[config.mk]
export PLATFORM = sky130hd
export DESIGN_NAME = t5_dwb_bridge
export DESIGN_NICKNAME = d
export VERILOG_FILES = /design/src/rtl/t5_pkg.sv /design/src/rtl/t5_wbtmo.sv /design/src/rtl/t5_dwb_bridge.sv
export SDC_FILE = /design/constraint.sdc
export NUM_CORES = 1
export LEC_CHECK = 0
export ABC_CLOCK_PERIOD_IN_PS = 1700
export CAP_MARGIN = 20
export CORE_UTILIZATION = 38
export CTS_CLUSTER_DIAMETER = 50
export DETAILED_ROUTE_END_ITERATION = 8
export PLACE_DENSITY_LB_ADDON = 0.1
export SETUP_SLACK_MARGIN = 0.4
export SYNTH_ARGS = -nofsm -noshare
export SYNTH_HDL_FRONTEND = slang
export SYNTH_SLANG_ARGS = --single-unit
export TNS_END_PERCENT = 100
[constraint.sdc]
create_clock -name sys_clk -period 1.7 [get_ports sys_clk]
set_clock_uncertainty 0.05 [all_clocks]
set_input_delay 0.34 -clock sys_clk [delete_from_list [all_inputs] [get_ports sys_clk]]
set_output_delay 0.34 -clock sys_clk [all_outputs]
set_load 0.05 [all_outputs]
[src/rtl/t5_pkg.sv]
// Shared t5 definitions: bridge FSM state encodings and the read-data value returned on a failed access.
package t5_pkg;

  typedef logic [1:0] t5_br_state_t;

  localparam t5_br_state_t T5_BR_IDLE = 2'd0;
  localparam t5_br_state_t T5_BR_BUSY = 2'd1;
  localparam t5_br_state_t T5_BR_RESP = 2'd2;

  localparam logic [31:0] T5_BUSERR_DAT = 32'h0;

endpackage

[src/rtl/t5_wbtmo.sv]
// Saturating Wishbone timeout counter: expire flags the last permitted BUSY cycle, combinationally.
// Cleared when a new cycle is launched; counts only while run is high; TMO=0 never expires.
module t5_wbtmo #(
  parameter int TMO = 255,
  parameter int TMW = 8
) (
  input  logic clk,
  input  logic rst_n,
  input  logic clr,
  input  logic run,
  output logic expire
);

  localparam logic [TMW-1:0] CNT_LAST = (TMO == 0) ? '0 : TMW'(TMO - 1);
  localparam logic [TMW-1:0] CNT_MAX  = '1;

  logic [TMW-1:0] cnt;

  always_ff @(posedge clk or negedge rst_n) begin
    if (!rst_n) begin
      cnt <= '0;
    end else if (clr) begin
      cnt <= '0;
    end else if (run && (cnt != CNT_MAX)) begin
      cnt <= cnt + TMW'(1);
    end
  end

  always_comb begin
    expire = (TMO != 0) && (cnt == CNT_LAST) && run;
  end

endmodule

[src/rtl/t5_dwb_bridge.sv]
// Core data port to Wishbone bridge: one registered Wishbone cycle per request, one-cycle dwb_ack back.
// Min 2 cycles per access, 3 back-to-back; bus error or timeout still completes the access and flags bus_err.
module t5_dwb_bridge
  import t5_pkg::*;
#(
  parameter int TMO = 255,
  parameter int TMW = 8
) (
  input  logic        sys_clk,
  input  logic        sys_rst,
  input  logic [29:0] dwb_adr,
  input  logic [31:0] dwb_dto,
  input  logic [3:0]  dwb_sel,
  input  logic        dwb_wre,
  input  logic        dwb_stb,
  output logic [31:0] dwb_dti,
  output logic        dwb_ack,
  output logic [29:0] wb_adr_o,
  output logic [31:0] wb_dat_o,
  output logic [3:0]  wb_sel_o,
  output logic        wb_we_o,
  output logic        wb_cyc_o,
  output logic        wb_stb_o,
  input  logic [31:0] wb_dat_i,
  input  logic        wb_ack_i,
  input  logic        wb_err_i,
  input  logic        err_clr,
  output logic        bus_err,
  output logic [29:0] err_adr
);

  t5_br_state_t state_q;
  t5_br_state_t state_d;

  logic tmo_expire;
  logic req_accept;
  logic busy_fail;
  logic busy_done;

  t5_wbtmo #(
    .TMO (TMO),
    .TMW (TMW)
  ) u_wbtmo (
    .clk    (sys_clk),
    .rst_n  (sys_rst),
    .clr    (req_accept),
    .run    (state_q == T5_BR_BUSY),
    .expire (tmo_expire)
  );

  always_ff @(posedge sys_clk or negedge sys_rst) begin
    if (!sys_rst) begin
      state_q <= T5_BR_IDLE;
    end else begin
      state_q <= state_d;
    end
  end

  always_comb begin
    state_d = state_q;
    case (state_q)
      T5_BR_IDLE: if (dwb_stb) state_d = T5_BR_BUSY;
      T5_BR_BUSY: if (wb_err_i || wb_ack_i || tmo_expire) state_d = T5_BR_RESP;
      T5_BR_RESP: state_d = T5_BR_IDLE;
      default:    state_d = T5_BR_IDLE;
    endcase
  end

  // cyc/stb decode straight from the state register, so reset drops them without waiting for a clock.
  always_comb begin
    wb_cyc_o   = (state_q == T5_BR_BUSY);
    wb_stb_o   = (state_q == T5_BR_BUSY);
    dwb_ack    = (state_q == T5_BR_RESP);
    req_accept = (state_q == T5_BR_IDLE) && dwb_stb;
    busy_fail  = (state_q == T5_BR_BUSY) && (wb_err_i || tmo_expire);
    busy_done  = (state_q == T5_BR_BUSY) && wb_ack_i;
  end

  always_ff @(posedge sys_clk or negedge sys_rst) begin
    if (!sys_rst) begin
      wb_adr_o <= '0;
      wb_dat_o <= '0;
      wb_sel_o <= '0;
      wb_we_o  <= 1'b0;
    end else if (req_accept) begin
      wb_adr_o <= dwb_adr;
      wb_dat_o <= dwb_dto;
      wb_sel_o <= dwb_sel;
      wb_we_o  <= dwb_wre;
    end
  end

  // A failing termination outranks a simultaneous ack, and a new failure outranks err_clr.
  always_ff @(posedge sys_clk or negedge sys_rst) begin
    if (!sys_rst) begin
      dwb_dti <= '0;
      bus_err <= 1'b0;
      err_adr <= '0;
    end else begin
      if (busy_fail) begin
        dwb_dti <= T5_BUSERR_DAT;
        err_adr <= wb_adr_o;
      end else if (busy_done) begin
        dwb_dti <= wb_dat_i;
      end

      if (busy_fail) begin
        bus_err <= 1'b1;
      end else if (err_clr) begin
        bus_err <= 1'b0;
      end
    end
  end

endmodule

; ---- After elaboration in Yosys (flattened, before gate mapping)
; Cells that the tools add are included.
[classes]
addsub = 1
n_eq_ne = 6
muxes = 9
n_reduce_logical = 13
[op_table]
columns = cell, count
row1 = 32-bit 2-to-1 mux, 2
row2 = 8-bit 2-to-1 mux, 2
row3 = "8-bit by 1-bit adder with 8-bit output, second input constant", 1
row4 = "8-bit equality test, second input constant", 1
row5 = "8-bit != test, second input constant", 1
row6 = 2-bit nonzero test, 3
row7 = 1-bit logical AND, 5
row8 = 2-bit 2-to-1 mux, 2
row9 = "2-bit != test, second input constant", 2
row10 = 2-bit one-hot mux with 2 select lines, 1
row11 = 1-bit logical OR, 3
row12 = "2-bit by 1-bit equality test with 1-bit output, second input constant", 1
row13 = "2-bit equality test, second input constant", 1
row14 = 2-bit logical NOT, 1
row15 = 1-bit 2-to-1 mux, 2
row16 = 2-bit AND reduction, 1
[word_totals]
output_inout_bits = 133
inputBits = 105
ff_bits = 140
word_cells = 38

; ---- Logic depth before layout (Yosys ltp)
; Gate-level depths: netlist (run 1).
[logic_depth]
depth_word = 5
depth_mapped = 7
ltp_nobuf = 5

; ---- Modules after synthesis
; Synthesis (run 1) repeated with hierarchy kept, for this count alone.
[unflattened]
cells_unflattened = 344
area_unflattened_um2 = 5502.8
[modules_own_cells]
columns = module, n_inst, area_each_um2, cells_each, seq_area_each_um2
row1 = t5_dwb_bridge, 1, 5002.3, 293, 3303.2
row2 = t5_wbtmo, 1, 500.5, 51, 200.2

; ---- Least setup slack after synthesis (run 1)
; No wires, ideal clock.
[synth_timing]
path_kind = reg2reg
start = register state_q[0]
end = register dwb_dti[1]
path_slack_ps = -245
path_stages_with_launch = 7
required_ps = 1529
setup_ps = 121
synth_period_minus_slack_ps = 1945
path_buffers = 2
t_arrival_ps = 1774
cell_sequence = dfrtp_1 -> nand2b_1 -> clkinv_1 -> and3_1 -> buf_2 -> buf_6 -> a22o_1
[synth_via]
elab_chain_len = 5
word_cells_on_any_way = 7
cone_classes = eq/ne (1) / mux (1) / reduce/logical (5)
[synth_lines]
columns = element, line
row1 = from (decl), t5_dwb_bridge.sv:32  ; t5_br_state_t state_q;
row2 = from (signal assigned), t5_dwb_bridge.sv:55  ; state_q <= state_d;
row3 = 2-bit by 1-bit equality test with 1-bit output (*), n/a
row4 = net wb_cyc_o, t5_dwb_bridge.sv:22  ; output logic wb_cyc_o,
row5 = 1-bit logical AND, t5_wbtmo.sv:30  ; expire = (TMO != 0) && (cnt == CNT_LAST) && run;
row6 = 1-bit logical OR, t5_dwb_bridge.sv:75  ; busy_fail = (state_q == T5_BR_BUSY) && (wb_err_i || tmo_expire);
row7 = 1-bit logical AND, t5_dwb_bridge.sv:75
row8 = 32-bit 2-to-1 mux or 2-bit nonzero test (tied branches), n/a
row9 = to (signal assigned), t5_dwb_bridge.sv:104  ; dwb_dti <= wb_dat_i;
row10 = to (decl), t5_dwb_bridge.sv:16  ; output logic [31:0] dwb_dti,
; The timed path passes the listed nets; every way through them passes the cells marked *.
; A chain may end at the register's enable or synchronous reset.

; ---- Final worst setup path (run 1)
[layout_timing]
start = register state_q[0]
end = register wb_dat_o[18]
[layout_via]
elab_chain_len = 2
[layout_lines]
columns = element, line
row1 = 2-bit logical NOT, t5_dwb_bridge.sv:74  ; req_accept = (state_q == T5_BR_IDLE) && dwb_stb;
row2 = 1-bit logical AND, t5_dwb_bridge.sv:74
row3 = to (signal assigned), t5_dwb_bridge.sv:87  ; wb_dat_o <= dwb_dto;
row4 = to (decl), t5_dwb_bridge.sv:19  ; output logic [31:0] wb_dat_o,
; No other way between the ends.

==> flow_summary.html, run 1 <==
<table>
<tr><th>Metric</th><th>Value</th></tr>
<tr><th colspan="2">Run status</th></tr>
<tr><td>Result of the run</td><td>finished with violations</td></tr>
<tr><td>Violated checks</td><td>setup timing</td></tr>
<tr><th colspan="2">Routing</th></tr>
<tr><td>Detailed-route wire length per cell</td><td>17.9 um</td></tr>
<tr><td>Total routed wirelength</td><td>16.4 mm</td></tr>
<tr><td>Drt drc</td><td>0</td></tr>
<tr><td>Overall via count from detail_route</td><td>4373</td></tr>
<tr><td>Mean number of vias per cell</td><td>4.77</td></tr>
<tr><td>ANT nets after route</td><td>0</td></tr>
<tr><td>Total iterations of the first detailed-routing run</td><td>4</td></tr>
<tr><td>First-iteration detailed-routing DRC count</td><td>roughly 150</td></tr>
<tr><th colspan="2">Synthesis</th></tr>
<tr><td>Synthesized-area fraction occupied by ao, oa, aoi and oai cells</td><td>0.0710</td></tr>
<tr><td>Mean instance size in the synthesized netlist</td><td>15.6 um2</td></tr>
<tr><td>Most used flip-flop cell after synthesis</td><td>dfrtp_1</td></tr>
<tr><td>Synth cell count leaders</td><td>dfrtp_1 (140), mux2_2 (91), a22o_1 (32)</td></tr>
<tr><td>FF+latch count, synth</td><td>140</td></tr>
<tr><td>Xor/xnor cell area share of the yosys netlist</td><td>0.00487</td></tr>
<tr><td>Post-synth EDFFs</td><td>0</td></tr>
<tr><td>Multiplexer fraction of the synthesized cell area</td><td>0.208</td></tr>
<tr><td>Synth Area in Simple Gates</td><td>0.0251</td></tr>
<tr><td>Cell types occupying the most area after synthesis</td><td>dfrtp_1 (65%), mux2_2 (19%), a22o_1 (5.2%)</td></tr>
<tr><td>Post-synthesis cell type with the largest combined area</td><td>dfrtp_1</td></tr>
<tr><td>Count of synthesis-stage warnings from yosys</td><td>0</td></tr>
<tr><td>Distinct cell type count after synthesis</td><td>34</td></tr>
<tr><td>Combinational family with the most area after synthesis</td><td>multiplexers</td></tr>
<tr><td>Most frequent cell after synthesis</td><td>dfrtp_1</td></tr>
<tr><td>Post-synthesis share of cell area spent on full adders, half adders and majority gates</td><td>0.00464</td></tr>
<tr><td>Fraction of the yosys area taken by sequential cells</td><td>0.650</td></tr>
<tr><td>Gate count after technology mapping</td><td>345</td></tr>
<tr><td>Netlist Area Pre-Place</td><td>approximately 5400 um2</td></tr>
<tr><td>Synthesized net count</td><td>452</td></tr>
<tr><td>Share of the synthesized area in the top cell type</td><td>0.650</td></tr>
<tr><td>Post-synth ARST share</td><td>1.00</td></tr>
<tr><th colspan="2">Worst setup path</th></tr>
<tr><td>Kind of critical path</td><td>reg -&gt; reg</td></tr>
<tr><td>Startpoint of the most critical register-to-register path</td><td>state_q[0]</td></tr>
<tr><td>Delay-heaviest family, CP</td><td>buffers and inverters</td></tr>
<tr><td>CP Buf/Inv Count</td><td>4</td></tr>
<tr><td>Cell mode on critical path</td><td>buf_6</td></tr>
<tr><td>Endpoint of the lowest-slack register-to-register path</td><td>wb_dat_o[18]</td></tr>
<tr><td>Setup slack of the most critical reg-to-reg path</td><td>-0.05 ns</td></tr>
<tr><td>Peak per-stage delay on the critical path</td><td>0.44 ns</td></tr>
<tr><td>Largest fanout on the critical path</td><td>7</td></tr>
<tr><td>Cell chain of the critical path</td><td>buf_6 &gt; nor3b_4 &gt; buf_6 &gt; buf_12 &gt; clkbuf_16 &gt; mux2_4</td></tr>
<tr><td>CP arrival</td><td>1.99 ns</td></tr>
<tr><td>CP required</td><td>1.94 ns</td></tr>
<tr><td>Crit path max-delay cell type</td><td>dfrtp_2</td></tr>
<tr><td>Number of cells traversed by the worst register-to-register path</td><td>6</td></tr>
<tr><td>Type of element launching the critical path</td><td>register</td></tr>
<tr><td>Category of the worst setup path capture point</td><td>register</td></tr>
<tr><th colspan="2">Die</th></tr>
<tr><td>Height of the die</td><td>121 um</td></tr>
<tr><td>Boundary Pins</td><td>238</td></tr>
<tr><td>Core footprint</td><td>~14000 um2</td></tr>
<tr><td>Chip Width</td><td>121 um</td></tr>
<tr><td>Core Rows</td><td>43</td></tr>
<tr><td>Starting density of the core</td><td>0.388</td></tr>
<tr><td>Die Outline Area</td><td>roughly 15000 um2</td></tr>
<tr><th colspan="2">STA</th></tr>
<tr><td>Slew at the pin closest to its max-slew limit</td><td>0.417 ns</td></tr>
<tr><td>Unrepaired setup endpoints after global routing</td><td>true</td></tr>
<tr><td>Relative slew slack</td><td>0.722</td></tr>
<tr><td>WHS</td><td>0.367 ns</td></tr>
<tr><td>Count of final hold-check violations</td><td>0</td></tr>
<tr><td>Final period utilization</td><td>1.03</td></tr>
<tr><td>Maximum operating frequency</td><td>573 MHz</td></tr>
<tr><td>Worst Slack Setup Final</td><td>-0.0462 ns</td></tr>
<tr><td>Final-report max-slew violation count</td><td>0</td></tr>
<tr><td>Final setup viols</td><td>52</td></tr>
<tr><td>Minimum clock period</td><td>between 1.5 and 2 ns</td></tr>
<tr><th colspan="2">CTS</th></tr>
<tr><td>Number of buffers on the longest clock path</td><td>2</td></tr>
<tr><td>Clock tree root driver cell</td><td>clkbuf_16</td></tr>
<tr><td>Clock transition at path regs</td><td>0.06 ns</td></tr>
<tr><td>TritonCTS clock tree</td><td>built</td></tr>
<tr><td>Number of CTS-inserted buffers</td><td>17</td></tr>
<tr><td>Clock insertion delay at the later pin of the skew report</td><td>0.42 ns</td></tr>
<tr><td>H-tree levels</td><td>4</td></tr>
<tr><td>CTS Sinks</td><td>140</td></tr>
<tr><th colspan="2">Layout</th></tr>
<tr><td>Nets</td><td>834</td></tr>
<tr><td>Final std cell area, no fill</td><td>~11000 um2</td></tr>
<tr><td>Signed area change from the synthesized netlist to the final layout</td><td>96.6%</td></tr>
<tr><td>Number of inserted diodes</td><td>0</td></tr>
<tr><td>Ratio of cells with drive above 1 in the final layout</td><td>0.578</td></tr>
<tr><th colspan="2">GRT</th></tr>
<tr><td>Global route overflow</td><td>0</td></tr>
<tr><td>Maximum number of pins on one net before global-route repair</td><td>49</td></tr>
<tr><td>Total global routing track utilization</td><td>0.209</td></tr>
<tr><td>Number of antenna violations at the first check in global routing</td><td>0</td></tr>
<tr><td>Wire length of the first global-routing pass</td><td>23.1 mm</td></tr>
<tr><td>Vias in the first global route</td><td>approximately 4.4k</td></tr>
<tr><th colspan="2">Place</th></tr>
<tr><td>Dpl cell area</td><td>8200 um2</td></tr>
<tr><td>HPWL after detailed placement</td><td>9.33 mm</td></tr>
<tr><td>IO Port Bufs</td><td>about 240</td></tr>
<tr><td>Placement Setup Slack</td><td>-0.198 ns</td></tr>
<tr><td>GP Congestion</td><td>0.727</td></tr>
<tr><th colspan="2">Run</th></tr>
<tr><td>Max-cap violation count</td><td>0</td></tr>
<tr><th colspan="2">Power</th></tr>
<tr><td>Sequential cell fraction of total power</td><td>0.267</td></tr>
<tr><td>Design internal power</td><td>12.2 mW</td></tr>
<tr><td>Peak supply drop</td><td>~1.3 mV</td></tr>
<tr><td>Combinational share of power</td><td>0.565</td></tr>
<tr><td>Sw power</td><td>8.48 mW</td></tr>
<tr><td>Power per cell area</td><td>1950 nW/um2</td></tr>
<tr><td>Clock power frac</td><td>0.169</td></tr>
<tr><td>LEAKAGE</td><td>about 5 nW</td></tr>
<tr><td>Net switching share of the total power</td><td>0.409</td></tr>
<tr><th colspan="2">Min path</th></tr>
<tr><td>Classification of the worst-slack hold path</td><td>in -&gt; async</td></tr>
</table>
-- routing by layer --
layer  GRT usage  vias up  wire [um]
li1            -     1998          -
met1       0.273     2198       6980
met2       0.326      161       8120
met3      0.0677       16       1020
met4      0.0741        0        248
met5           0        -          0
-- worst reg2reg max path, delay by kind of cell (launching register included) --
kind	cells	cell delay (ns)
buffers and inverters	4	0.60
DFF	1	0.44
muxes	1	0.30
and+or+nand+nor	1	0.23
-- power groups by stage --
stage	logic, mW	clock network [mW]	registers (mW)
after global routing	12.1	3.71	5.65
after global placement	8.91	0	5.34
after floorplan	2.08	0	9.37
after CTS	10.9	3.54	5.47
after detailed placement	9.01	0	5.37
final	11.7	3.49	5.52
-- worst max-delay path by stage --
stage                         startpoint           end  slack [ns]  depth (start not counted)
after global placement           dwb_stb  wb_dat_o[26]       -0.18                          5
after global routing          state_q[0]   wb_adr_o[3]       -0.07                          6
after floorplan           u_wbtmo.cnt[5]   err_adr[19]        0.11                          6
after CTS                 u_wbtmo.cnt[0]   err_adr[18]       -0.01                          7
final                         state_q[0]  wb_dat_o[18]       -0.05                          6
after detailed placement         dwb_stb  wb_dat_o[27]       -0.20                          5
-- flip-flops by register name (all words and copies together), names as in the netlist --
register     cells
wb_sel_o         4
dwb_dti         32
err_adr         30
u_wbtmo.cnt      8
wb_we_o          1
state_q          2
wb_adr_o        30
bus_err          1
wb_dat_o        32
-- metrics by stage --
step                 util  TNS (ns)  power (mW)  cells
floorplan               -         0        11.4    345
global placement    0.591    -15.49        14.3    770
detailed placement  0.591    -17.79        14.4    770
CTS                 0.725   -0.0963        19.9    871
global route        0.764     -3.87        21.5    917
finish              0.764     -1.06        20.7    917
-- cell usage in the layout (no fill, tap or decap), drive strengths merged, types with 2 or more instances in the layout --
| master | count |
|---|---|
| nor2 | 7 |
| nand4 | 3 |
| mux2 | 97 |
| a211oi | 2 |
| clkbuf | 34 |
| ha | 2 |
| mux2i | 3 |
| xnor2 | 3 |
| nor3 | 2 |
| a21oi | 2 |
| o21ai | 2 |
| and3 | 2 |
| a22o | 32 |
| inv | 7 |
| dfrtp | 140 |
| nand2 | 2 |
| nand3 | 2 |
| nand2b | 3 |
| clkdlybuf4s50 | 103 |
| buf | 276 |
-- cells by family after synthesis --
group,after synthesis
flops,140
compound gates,44
xor+xnor,3
buf+inv,31
mux,100
simple gates,25
fa+ha+maj,2
-- what timing repair did --
action | in CTS | in global routing
gates resized for setup | 184 | 19
setup endpoints to repair | 271 | 273
hold endpoints to repair | 40 | 0
buffers inserted | 68 | 39
gates cloned | 3 | 7
hold buffers | 1 | 0
pin swaps | 9 | 5
-- cell type report --
| class | count | area [um2] |
|---|---|---|
| fill | 825 | 3280 |
| multi-input combinational | 174 | 2150 |
| clock buffer | 28 | 517 |
| inverter | 8 | 42.5 |
| clock inverter | 1 | 30.0 |
| sequential | 140 | 3510 |
| timing repair buffer | 386 | 4130 |
| tap | 180 | 225 |
No activity file was read; power rests on OpenSTA's default activity.
==> run 2, diff against run 1 <==
--- a/config.mk
+++ b/config.mk
@@ -10,6 +10,7 @@
 export CORE_UTILIZATION = 38
 export CTS_CLUSTER_DIAMETER = 50
 export DETAILED_ROUTE_END_ITERATION = 8
+export GPL_ROUTABILITY_DRIVEN = 0
 export PLACE_DENSITY_LB_ADDON = 0.1
 export SETUP_SLACK_MARGIN = 0.4
 export SYNTH_ARGS = -nofsm -noshare
==> results of run 2 <==
No change in the layout: final DEF, timing and power equal those of run 1.
==> run 3, diff against run 2 <==
--- a/config.mk
+++ b/config.mk
@@ -7,10 +7,11 @@
 export LEC_CHECK = 0
 export ABC_CLOCK_PERIOD_IN_PS = 1700
 export CAP_MARGIN = 20
-export CORE_UTILIZATION = 38
+export CORE_UTILIZATION = 30
 export CTS_CLUSTER_DIAMETER = 50
 export DETAILED_ROUTE_END_ITERATION = 8
 export GPL_ROUTABILITY_DRIVEN = 0
+export HOLD_SLACK_MARGIN = 0.12
 export PLACE_DENSITY_LB_ADDON = 0.1
 export SETUP_SLACK_MARGIN = 0.4
 export SYNTH_ARGS = -nofsm -noshare
==> run 3 against run 2 <==
- the run still ends with setup timing left
- sequential power fell by 1%
- core utilization is 15 points lower
- first-iteration DRC count is 37% lower
- critical path depth unchanged
- clock power up 11%
- count of clock-buffer cells in the layout fell by 9
- setup slack better by 0.023 ns
- die area increased by 26%
- sequential cell count unchanged
- combinational power about the same
- global-route usage shrank 4.2 points
- critical endpoint is now wb_dat_o[22]
- largest power group unchanged
==> flow_summary.html, run 3 (synthesis gave the netlist of run 1 again) <==
<table>
<tr><th>Metric</th><th>Value</th></tr>
<tr><th colspan="2">Die</th></tr>
<tr><td>Die Outline Area</td><td>18500 um2 (+26%)</td></tr>
<tr><td>Starting density of the core</td><td>0.310 (-0.0789)</td></tr>
<tr><td>Core footprint</td><td>17400 um2 (+25%)</td></tr>
<tr><td>Core Rows</td><td>48 (+12%)</td></tr>
<tr><td>Height of the die</td><td>136 um (+12%)</td></tr>
<tr><td>Chip Width</td><td>136 um (+12%)</td></tr>
<tr><td>Boundary Pins</td><td>238 (unchanged)</td></tr>
<tr><th colspan="2">Power</th></tr>
<tr><td>Sw power</td><td>8.43 mW (-0.54%)</td></tr>
<tr><td>Power per cell area</td><td>1960 nW/um2 (about the same)</td></tr>
<tr><td>LEAKAGE</td><td>5.01 nW (about the same)</td></tr>
<tr><td>Clock power frac</td><td>0.186 (+0.017)</td></tr>
<tr><td>Design internal power</td><td>12.4 mW (+1.5%)</td></tr>
<tr><td>Peak supply drop</td><td>1.09 mV (-13%)</td></tr>
<tr><td>Combinational share of power</td><td>0.552 (-0.013)</td></tr>
<tr><td>Net switching share of the total power</td><td>0.404 (-0.00485)</td></tr>
<tr><td>Sequential cell fraction of total power</td><td>0.262 (-0.005)</td></tr>
<tr><th colspan="2">STA</th></tr>
<tr><td>Final setup viols</td><td>25 (-52%)</td></tr>
<tr><td>Relative slew slack</td><td>0.710 (-0.0122)</td></tr>
<tr><td>Minimum clock period</td><td>1.72 ns (-0.0232 ns)</td></tr>
<tr><td>Maximum operating frequency</td><td>580 MHz (+1.3%)</td></tr>
<tr><td>Final-report max-slew violation count</td><td>0 (unchanged)</td></tr>
<tr><td>Worst Slack Setup Final</td><td>-0.0230 ns (+0.0232 ns)</td></tr>
<tr><td>Slew at the pin closest to its max-slew limit</td><td>0.435 ns (+0.0183 ns)</td></tr>
<tr><td>Unrepaired setup endpoints after global routing</td><td>true</td></tr>
<tr><td>Final period utilization</td><td>1.01 (-0.0136)</td></tr>
<tr><td>Count of final hold-check violations</td><td>0 (unchanged)</td></tr>
<tr><th colspan="2">CTS</th></tr>
<tr><td>Clock transition at path regs</td><td>0.06 ns (about the same)</td></tr>
<tr><td>Number of CTS-inserted buffers</td><td>17 (unchanged)</td></tr>
<tr><td>Clock insertion delay at the later pin of the skew report</td><td>0.41 ns (about the same)</td></tr>
<tr><td>CTS Sinks</td><td>140 (unchanged)</td></tr>
<tr><td>TritonCTS clock tree</td><td>built</td></tr>
<tr><td>Number of buffers on the longest clock path</td><td>2 (unchanged)</td></tr>
<tr><td>H-tree levels</td><td>4 (unchanged)</td></tr>
<tr><td>Clock tree root driver cell</td><td>clkbuf_16</td></tr>
<tr><th colspan="2">GRT</th></tr>
<tr><td>Maximum number of pins on one net before global-route repair</td><td>42 (-14%)</td></tr>
<tr><td>Total global routing track utilization</td><td>0.168 (-0.0415)</td></tr>
<tr><td>Vias in the first global route</td><td>4553 (+3.8%)</td></tr>
<tr><td>Wire length of the first global-routing pass</td><td>23.7 mm (+2.4%)</td></tr>
<tr><td>Global route overflow</td><td>0 (unchanged)</td></tr>
<tr><td>Number of antenna violations at the first check in global routing</td><td>0 (unchanged)</td></tr>
<tr><th colspan="2">Worst setup path</th></tr>
<tr><td>Category of the worst setup path capture point</td><td>register</td></tr>
<tr><td>Kind of critical path</td><td>reg -&gt; reg</td></tr>
<tr><td>Endpoint of the lowest-slack register-to-register path</td><td>wb_dat_o[22]</td></tr>
<tr><td>Startpoint of the most critical register-to-register path</td><td>state_q[0]</td></tr>
<tr><td>Number of cells traversed by the worst register-to-register path</td><td>6 (unchanged)</td></tr>
<tr><td>Peak per-stage delay on the critical path</td><td>0.43 ns (about the same)</td></tr>
<tr><td>Crit path max-delay cell type</td><td>dfrtp_2</td></tr>
<tr><td>Cell chain of the critical path</td><td>buf_6 &gt; nor3b_4 &gt; buf_6 &gt; buf_12 &gt; buf_12 &gt; mux2_4</td></tr>
<tr><td>Largest fanout on the critical path</td><td>10 (+3)</td></tr>
<tr><td>Setup slack of the most critical reg-to-reg path</td><td>-0.02 ns (+0.02 ns)</td></tr>
<tr><td>CP arrival</td><td>1.96 ns (-0.03 ns)</td></tr>
<tr><td>Type of element launching the critical path</td><td>register</td></tr>
<tr><td>CP required</td><td>1.94 ns (about the same)</td></tr>
<tr><th colspan="2">Routing</th></tr>
<tr><td>Total routed wirelength</td><td>15.8 mm (-3.7%)</td></tr>
<tr><td>Mean number of vias per cell</td><td>4.45 (-6.7%)</td></tr>
<tr><td>Total iterations of the first detailed-routing run</td><td>4 (unchanged)</td></tr>
<tr><td>Overall via count from detail_route</td><td>4277 (-2.2%)</td></tr>
<tr><td>ANT nets after route</td><td>0 (unchanged)</td></tr>
<tr><td>Drt drc</td><td>0 (unchanged)</td></tr>
<tr><td>Detailed-route wire length per cell</td><td>16.4 um (-8.1%)</td></tr>
<tr><td>First-iteration detailed-routing DRC count</td><td>96 (-37%)</td></tr>
<tr><th colspan="2">Run</th></tr>
<tr><td>Max-cap violation count</td><td>0 (unchanged)</td></tr>
<tr><th colspan="2">Run status</th></tr>
<tr><td>Violated checks</td><td>setup timing</td></tr>
<tr><td>Result of the run</td><td>finished with violations</td></tr>
<tr><th colspan="2">Layout</th></tr>
<tr><td>Most used cells in the layout excluding fill and tap cells</td><td>buf_6 (149), dfrtp_1 (138), clkdlybuf4s50_1 (103), buf_4 (100), mux2_4 (78)</td></tr>
<tr><td>Number of cells in the finished layout apart from fillers</td><td>961 (+4.8%)</td></tr>
<tr><td>Signed area change from the synthesized netlist to the final layout</td><td>97.7%</td></tr>
<tr><td>Largest registers</td><td>dwb_dti: 32 flops, wb_dat_o: 32 flops</td></tr>
<tr><td>Nets</td><td>831 (-0.36%)</td></tr>
<tr><td>Final std cell area, no fill</td><td>10700 um2 (+0.57%)</td></tr>
<tr><td>Count of fill cells added during filler insertion</td><td>1363 (+65%)</td></tr>
<tr><td>Ratio of cells with drive above 1 in the final layout</td><td>0.579 (+0.000785)</td></tr>
<tr><td>Number of inserted diodes</td><td>0 (unchanged)</td></tr>
<tr><td>Leading cell type in the layout, fill and taps excluded</td><td>buf_6</td></tr>
<tr><th colspan="2">Place</th></tr>
<tr><td>IO Port Bufs</td><td>237 (unchanged)</td></tr>
<tr><td>HPWL after detailed placement</td><td>9.72 mm (+4.2%)</td></tr>
<tr><td>Number of placed instances, taps included</td><td>815 (+5.8%)</td></tr>
<tr><td>Dpl cell area</td><td>8240 um2 (+0.53%)</td></tr>
<tr><th colspan="2">Min path</th></tr>
<tr><td>Classification of the worst-slack hold path</td><td>in -&gt; async</td></tr>
</table>
## run 3: how the worst max path moves through the flow
stage                         from      endpoint  slack (ns)
floorplan           u_wbtmo.cnt[5]   err_adr[19]        0.11
detailed placement         dwb_stb   wb_sel_o[2]       -0.26
CTS                 u_wbtmo.cnt[0]   err_adr[28]       -0.01
global route        u_wbtmo.cnt[0]    err_adr[8]       -0.07
global placement           dwb_stb   wb_sel_o[3]       -0.22
finish                  state_q[0]  wb_dat_o[22]       -0.02
## run 3: timing repair
item | CTS | global route
buffers inserted | 60 | 45
hold buffers | 1 | 0
endpoints found under the setup margin | 271 | 273
cloned | 4 | 5
gates resized for setup | 145 | 49
pin swaps | 10 | 3
endpoints found under the hold margin | 35 | 0
## run 3: metrics by stage
step	setup slack (ns)	TNS, ns	utilization	hold WS (ns)	power, mW
global placement	-0.216	-18.97	0.473	0.232	14.3
global route	-0.0739	-4.98	0.612	0.373	21.7
detailed placement	-0.255	-21.88	0.473	0.236	14.4
floorplan	0.115	0	-	-0.00559	11.4
finish	-0.0230	-0.314	0.612	0.354	20.8
CTS	-0.0141	-0.134	0.574	0.366	20.0
## run 3: routing by layer
metal	global-route usage	part of all wire	vias to the layer above
met4	0.0525	0.013	0
li1	-	-	2001
met3	0.0656	0.083	16
met2	0.257	0.46	174
met1	0.216	0.45	2086
met5	0	0	-
## run 3: cell type report
class | count | area, um2 | share of cell area
clock buffers | 19 | 443 | 0.0415
flip-flops and latches | 140 | 3510 | 0.329
clock inverters | 12 | 171 | 0.0161
well taps | 225 | 282 | 0.0264
inverters | 8 | 35.0 | 0.00329
repair buffers | 383 | 4100 | 0.385
multi-input cells | 174 | 2120 | 0.199
## run 3: power groups by stage
stage / registers (mW) / logic [mW] / clock network (mW)
after CTS: 5.42 / 10.6 / 3.98
after floorplan: 9.37 / 2.08 / 0
after global routing: 5.60 / 12.0 / 4.16
final: 5.46 / 11.5 / 3.88
after detailed placement: 5.36 / 9.01 / 0
after global placement: 5.34 / 8.93 / 0
## run 3: worst max-delay path: cells and delay by family, from the launching register on
| kind | cells | cell delay (ns) |
|---|---|---|
| buf+inv | 4 | 0.59 |
| flops | 1 | 0.43 |
| mux | 1 | 0.30 |
| simple gates | 1 | 0.21 |
